--- config.mk ---
export PLATFORM = sky130hd
export DESIGN_NAME = fetch_unit_flat
export DESIGN_NICKNAME = d
export VERILOG_FILES = /design/src/rtl/fetch_unit_pkg.sv /design/src/rtl/fetch_unit_if.sv /design/src/rtl/fetch_unit_hold.sv /design/src/rtl/fetch_unit.sv /design/src/flat_wrapper.sv
export SDC_FILE = /design/constraint.sdc
export NUM_CORES = 1
export LEC_CHECK = 0
export ABC_CLOCK_PERIOD_IN_PS = 4100
export BUFFER_PORTS_ARGS = -buffer_cell sky130_fd_sc_hd__buf_2
export CORE_ASPECT_RATIO = 1.1
export CORE_MARGIN = 2
export CORE_UTILIZATION = 51
export CTS_BUF_LIST = sky130_fd_sc_hd__clkbuf_4 sky130_fd_sc_hd__clkbuf_8 sky130_fd_sc_hd__clkbuf_16
export CTS_CLUSTER_DIAMETER = 50
export CTS_CLUSTER_SIZE = 10
export DETAILED_ROUTE_END_ITERATION = 12
export PLACE_DENSITY = 0.74
export SYNTH_ARGS = -nofsm -noshare
export SYNTH_HDL_FRONTEND = slang
export SYNTH_SLANG_ARGS = --single-unit
--- constraint.sdc ---
create_clock -name clk -period 4.1 [get_ports clk]
set_clock_uncertainty 0.05 [all_clocks]
set_input_delay 0.82 -clock clk [delete_from_list [all_inputs] [get_ports clk]]
set_output_delay 0.82 -clock clk [all_outputs]
set_load 0.01 [all_outputs]
--- src/rtl/fetch_unit_pkg.sv ---
// Shared constants, state encoding and slot type for the fetch front end.
package fetch_unit_pkg;

    localparam int ADDR_W = 32;
    localparam int INST_W = 32;

    localparam logic [ADDR_W-1:0] DEF_RESET_PC = 32'h0000_2000;
    localparam logic [INST_W-1:0] DEF_NOP_INST = 32'h0000_0013;

    typedef enum logic [1:0] {
        BOOT = 2'd0,
        RUN  = 2'd1,
        HOLD = 2'd2
    } fetch_state_e;

    typedef struct packed {
        logic [INST_W-1:0] inst;
        logic [ADDR_W-1:0] pc;
        logic              valid;
    } dslot_t;

endpackage

--- src/rtl/fetch_unit_if.sv ---
// Redirect, icache and decode-register signals of the fetch unit.
interface fetch_unit_if;
    import fetch_unit_pkg::*;

    logic              stall_in;
    logic              pc_sel;
    logic [ADDR_W-1:0] redirect_pc;
    logic [ADDR_W-1:0] icache_addr;
    logic              icache_re;
    logic [INST_W-1:0] icache_dout;
    logic              icache_stall;
    logic [INST_W-1:0] D_inst;
    logic [ADDR_W-1:0] D_pc;
    logic              D_valid;

    modport master (
        input  stall_in, pc_sel, redirect_pc, icache_dout, icache_stall,
        output icache_addr, icache_re, D_inst, D_pc, D_valid
    );

    modport slave (
        output stall_in, pc_sel, redirect_pc, icache_dout, icache_stall,
        input  icache_addr, icache_re, D_inst, D_pc, D_valid
    );
endinterface

--- src/rtl/fetch_unit_hold.sv ---
// Hold register for the decode slot: tracks every unstalled cycle and replays it while stalled.
module fetch_hold_buf
    import fetch_unit_pkg::*;
#(
    parameter logic [INST_W-1:0] NOP_INST = DEF_NOP_INST
) (
    input  logic   clk,
    input  logic   reset,
    input  logic   capture,
    input  logic   kill,
    input  logic   sel,
    input  dslot_t live,
    output dslot_t out
);
    dslot_t held;

    always_ff @(posedge clk) begin
        if (reset) begin
            held <= '{inst: NOP_INST, pc: '0, valid: 1'b0};
        end else if (capture) begin
            held <= live;
        end else if (kill) begin
            held.inst  <= NOP_INST;
            held.valid <= 1'b0;
        end
    end

    // A redirect at stall onset must not let the replayed slot look valid, even in that cycle.
    always_comb begin
        out = sel ? held : live;
        if (sel && kill) begin
            out.inst  = NOP_INST;
            out.valid = 1'b0;
        end
    end
endmodule

--- src/rtl/fetch_unit.sv ---
// Fetch front end: PC, pending-redirect and kill tracking, one icache read per cycle.
module fetch_unit
    import fetch_unit_pkg::*;
#(
    parameter logic [ADDR_W-1:0] RESET_PC = DEF_RESET_PC,
    parameter logic [INST_W-1:0] NOP_INST = DEF_NOP_INST
) (
    input logic          clk,
    input logic          reset,
    fetch_unit_if.master bus
);
    fetch_state_e      state;
    logic [ADDR_W-1:0] last_pc, pend_pc, req_pc, addr, base_pc, target;
    logic              pend, kill, stall, onset, killed;
    dslot_t            live_slot, out_slot;

    assign stall   = bus.stall_in | bus.icache_stall;
    assign onset   = stall && (state == RUN);
    assign target  = bus.redirect_pc & ~32'h3;
    assign base_pc = pend ? pend_pc : last_pc + 32'd4;
    assign killed  = bus.pc_sel | pend | kill;

    always_comb begin
        addr = base_pc;
        unique case (state)
            BOOT:    addr = RESET_PC;
            RUN:     if (!stall && bus.pc_sel) addr = target;
            HOLD: begin
                if (stall)           addr = req_pc;
                else if (bus.pc_sel) addr = target;
            end
            default: addr = RESET_PC;
        endcase
    end

    always_comb begin
        live_slot = '{inst: NOP_INST, pc: '0, valid: 1'b0};
        if (state != BOOT) begin
            live_slot.inst  = killed ? NOP_INST : bus.icache_dout;
            live_slot.pc    = last_pc;
            live_slot.valid = !killed;
        end
    end

    fetch_hold_buf #(.NOP_INST(NOP_INST)) u_hold (
        .clk     (clk),
        .reset   (reset),
        .capture (!stall),
        .kill    (onset && bus.pc_sel),
        .sel     (stall && (state != BOOT)),
        .live    (live_slot),
        .out     (out_slot)
    );

    assign bus.icache_addr = addr;
    assign bus.icache_re   = ~reset;
    assign bus.D_inst      = out_slot.inst;
    assign bus.D_pc        = out_slot.pc;
    assign bus.D_valid     = out_slot.valid;

    always_ff @(posedge clk) begin
        if (reset) begin
            state   <= BOOT;
            req_pc  <= RESET_PC;
            last_pc <= '0;
            pend    <= 1'b0;
            pend_pc <= '0;
            kill    <= 1'b1;
        end else begin
            unique case (state)
                BOOT: if (!stall) begin
                    state   <= RUN;
                    last_pc <= addr;
                    kill    <= 1'b0;
                end
                RUN, HOLD: begin
                    if (stall) begin
                        state <= HOLD;
                        if (state == RUN) req_pc <= addr;
                        // Latest redirect seen while stalled wins.
                        if (bus.pc_sel) begin
                            pend    <= 1'b1;
                            pend_pc <= target;
                        end
                    end else begin
                        state   <= RUN;
                        last_pc <= addr;
                        pend    <= 1'b0;
                        kill    <= 1'b0;
                    end
                end
                default: state <= BOOT;
            endcase
        end
    end
endmodule
--- src/flat_wrapper.sv ---
// flat-port wrapper written by rule: the top's interface ports become plain ports
module fetch_unit_flat import fetch_unit_pkg::*;
#(
    parameter logic [ADDR_W-1:0] RESET_PC = DEF_RESET_PC,
    parameter logic [INST_W-1:0] NOP_INST = DEF_NOP_INST
)
  (clk, reset, bus_stall_in, bus_pc_sel, bus_redirect_pc, bus_icache_dout, bus_icache_stall, bus_icache_addr, bus_icache_re, bus_D_inst, bus_D_pc, bus_D_valid);
  fetch_unit_if bus_i ();
  input logic clk;
  input logic reset;
  input wire logic [$bits(bus_i.stall_in)-1:0] bus_stall_in;
  input wire logic [$bits(bus_i.pc_sel)-1:0] bus_pc_sel;
  input wire logic [$bits(bus_i.redirect_pc)-1:0] bus_redirect_pc;
  input wire logic [$bits(bus_i.icache_dout)-1:0] bus_icache_dout;
  input wire logic [$bits(bus_i.icache_stall)-1:0] bus_icache_stall;
  output wire logic [$bits(bus_i.icache_addr)-1:0] bus_icache_addr;
  output wire logic [$bits(bus_i.icache_re)-1:0] bus_icache_re;
  output wire logic [$bits(bus_i.D_inst)-1:0] bus_D_inst;
  output wire logic [$bits(bus_i.D_pc)-1:0] bus_D_pc;
  output wire logic [$bits(bus_i.D_valid)-1:0] bus_D_valid;
  assign bus_i.stall_in = bus_stall_in;
  assign bus_i.pc_sel = bus_pc_sel;
  assign bus_i.redirect_pc = bus_redirect_pc;
  assign bus_i.icache_dout = bus_icache_dout;
  assign bus_i.icache_stall = bus_icache_stall;
  assign bus_icache_addr = bus_i.icache_addr;
  assign bus_icache_re = bus_i.icache_re;
  assign bus_D_inst = bus_i.D_inst;
  assign bus_D_pc = bus_i.D_pc;
  assign bus_D_valid = bus_i.D_valid;
  fetch_unit #(.RESET_PC(RESET_PC), .NOP_INST(NOP_INST)) u_core (.clk(clk), .reset(reset), .bus(bus_i));
endmodule
==> results.py <==
metrics = {
    "status": {
        "outcome": "completed",
    },
    "timing": {
        "setup_viol": 0,
        "final-hold-violation-count": 0,
        "period_minus_slack_ns": 4.00,
        "fmaxAchievable_mhz": 250,
        "fin_setup_tns_ns": 0,
        "finalCritPeriodShare": 0.975,
        "tightest_slew_ns": 0.960,
        "drv_slew": 0,
        "setup_ws_ns": 0.104,
        "slew_headroom": 0.360,
    },
    "synth": {
        "ys_warn_count": 0,
        "synthCells": 1311,
        "synth-simple-area-share": 0.258,
        "synth_compound_area_frac": 0.292,
        "synthArstFlopShare": 0,
        "syn_area_sq_um": 9170,
        "synth.mux.area_fraction": 0.0116,
        "ys_seq_area_frac": 0.356,
        "synth_edf_count": 0,
        "synth_top_family_by_area": "compound AO/OA/AOI/OAI gates",
        "synth_flop_cell": "dfxtp_1",
        "synth_area_leaders": "dfxtp_1, nand2_1, a21oi_1",
        "synth_xor_area_frac": 0.0162,
        "synth_cell_types": 73,
        "yosys.area.top_type_share": 0.356,
        "synth_area_leader_cell": "dfxtp_1",
        "synth_area_per_cell_sq_um": 7.00,
        "synth_adder_area_share": 0.00682,
        "synth_fp_nets": 1385,
        "ys_seq_elements": 163,
    },
    "cells_and_area": {
        "drive_gt1_frac": 0.202,
        "layout.nets": 1507,
        "diodes": 0,
        "post-route-util": 0.618,
        "syn_to_final_growth_pct": 19.2,
    },
    "worst_setup_path": {
        "crit_buf_inv": 1,
        "slowest_stage": "dfxtp_1",
        "path_depth": 7,
        "crit_chain": "nand4_1 -> or3_1 -> or4_1 -> a31oi_1 -> nor3_1 -> a211oi_1 -> buf_2",
        "crit_type": "flop to output pin",
        "cp.required_ns": 3.23,
        "arrival_ns": 3.13,
        "cp-end-kind": "output pin",
        "path_max_fanout": 7,
        "path_delay_family": "simple AND/OR/NAND/NOR gates",
        "worstRegToRegCells": 7,
        "cpPeakStageDelay_ns": 0.54,
        "startpoint_type": "flop",
    },
    "global_routing": {
        "grt_pass1_wl_mm": 49.9,
        "gr-total-overflow": 0,
        "grt.total_usage": 0.330,
        "grt_max_degree": 85,
        "antenna_found_initial": 0,
        "grt_pass1_vias": 9388,
    },
    "clocking": {
        "cts_root_buf": "clkbuf_16",
        "cts_tree": "built",
        "clk_latency_ns": 0.44,
        "cts_sinks": 163,
        "cts_inserted_buffers": 17,
        "cts_buffer_depth": 2,
        "cts_hold_buf": 0,
        "clk_pin_slew_ns": 0.07,
        "cts_max_level": 4,
    },
    "detailed_routing": {
        "dr.pass1.iters": 6,
        "viasPerCell": 6.21,
        "drtAntennaViolNets": 0,
        "drt_wl_total_mm": 32.2,
        "vias": 10461,
        "avgRoutedWirePerCell_microns": 19.1,
        "drtIter0Drc": 1247,
        "drc": 0,
    },
    "place": {
        "gp_congestion": 0.944,
        "dp_slack_ns": 0.344,
        "io_buffers": 164,
        "hpwl_mm": 21.6,
    },
    "die": {
        "rows": 51,
        "io_pins": 167,
        "die_w_microns": 132,
        "fp.dieH_microns": 145,
        "die_area_sq_um": 19100,
        "initial_utilization": 0.519,
        "core_area_sq_um": 17700,
    },
    "pwr": {
        "powerDensity_nw_per_um2": 345,
        "power.internal_mw": 2.70,
        "seq_power_share": 0.430,
        "finalPower_mw": 3.77,
        "power_frac_clock": 0.450,
        "power.leakage_nw": 4.02,
        "p_comb_frac": 0.120,
        "switching_share": 0.282,
        "p_switching_mw": 1.06,
        "ir_drop_mv": 0.323,
    },
    "hold_path": {
        "hold_depth": 2,
        "hold_path.class": "flop to flop",
    },
    "job": {
        "cap_violations": 0,
    },
}
[cell usage after synthesis, drive strengths merged (4+ instances only)]
cell,number
inv,16
a32o,10
a31oi,9
nand2,340
o221ai,7
a21o,5
o211ai,15
nand4,17
a21oi,211
clkbuf,107
or4,6
nor3,19
nand3,26
or3,13
nor3b,4
nor2,61
xnor2,10
and2,4
nand2b,21
mux2,5
o31ai,10
buf,16
o22ai,16
o21a,9
xor2,7
mux2i,5
dfxtp,163
ha,5
a22oi,7
and4,4
a221oi,6
nor4,7
or2,4
a211oi,8
o21ai,78
o21bai,5
o211a,5
[placed cells by master (no fill, tap or decap), types with 5 or more instances in the layout]
cell type  instances
nand2_1          340
a21oi_1          210
buf_2            163
dfxtp_1          161
o21ai_0           77
buf_4             62
nor2_1            56
nand3_1           26
nand2b_1          21
nor3_1            18
clkbuf_16         17
o22ai_1           16
nand4_1           16
inv_1             15
o211ai_1          15
or3_1             13
o31ai_1           10
a32o_1            10
xnor2_1           10
o21a_1             9
a31oi_1            9
a211oi_1           8
a22oi_1            7
o221ai_1           7
xor2_1             7
a221oi_1           6
a21o_1             5
mux2i_1            5
mux2_2             5
o21bai_1           5
o211a_1            5
[worst register-to-register path: stages (launching register included)]
cell and delay (ns):
dfxtp_1 0.35, inv_1 0.09, ha_1 0.63, nand2_1 0.49, nor2_1 0.27, buf_4 0.31
nand2_1 0.22, o32a_1 0.21
[power by group through the flow]
stage / Clock (mW) / Combinational, mW / Sequential, mW
2_1_floorplan: 0 / 0.263 / 1.64
5_1_grt: 1.77 / 0.477 / 1.62
3_5_place_dp: 0 / 0.433 / 1.65
3_3_place_gp: 0 / 0.431 / 1.65
6_report: 1.69 / 0.453 / 1.62
4_1_cts: 1.70 / 0.436 / 1.62
[through the flow]
| step | cell area (sq um) | hold slack [ns] | cells |
|---|---|---|---|
| after floorplan | 9170 | 0.378 | 1311 |
| after global placement | 10300 | 0.387 | 1648 |
| after detailed placement | 10300 | 0.392 | 1648 |
| after CTS | 10900 | 0.402 | 1683 |
| after global routing | 10900 | 0.416 | 1684 |
| final | 10900 | 0.400 | 1684 |
[cells by family after synthesis]
kind of cell / Yosys count
AOI/OAI and AO/OA: 440
xor gates and xnor gates: 17
adders and majority gates: 5
buffers and inverters: 140
DFF: 163
muxes: 10
and+or+nand+nor: 536
[registers in the layout (all words and copies together) (netlist names)]
signal and cells:
u_core.u_hold.held 65, u_core.kill 1, u_core.req_pc 32, u_core.state 2, u_core.last_pc 32, u_core.pend 1, u_core.pend_pc 30
[worst paths after layout]
path / startpoint / endpoint / slack, ns
hold reg to reg: u_core.pend_pc[13] / u_core.pend_pc[13] / 0.40
setup reg to reg: u_core.state[1] / u_core.req_pc[13] / 1.39
setup / recovery: u_core.last_pc[9] / bus_icache_addr[21] / 0.10
hold / removal: u_core.pend_pc[13] / u_core.pend_pc[13] / 0.40
[metal layers]
metal  GRT usage  vias up  share of wire  wire length, microns
li1            -     4857              -                     -
met1       0.431     4739           0.40                 13000
met2       0.502      727           0.43                 13700
met3      0.0864      138           0.12                  3930
met4       0.178        0          0.050                  1600
met5           0        -              0                     0
[final cells by class]
| class | count | area, sq um |
|---|---|---|
| Fill cell | 1650 | 6750 |
| Multi-Input combinational cell | 1008 | 5390 |
| Tap cell | 238 | 298 |
| Clock buffer | 18 | 433 |
| Clock inverter | 14 | 180 |
| Inverter | 17 | 63.8 |
| Timing Repair Buffer | 226 | 1300 |
| Sequential cell | 163 | 3270 |
[repair_timing]
item / CTS / global route
buffers inserted: 3 / 1
pin swaps: 2 / 1
setup endpoints to repair: 5 / 6
gates resized for setup: 1 / 2
Note: power is estimated with default switching activity, not from simulation.
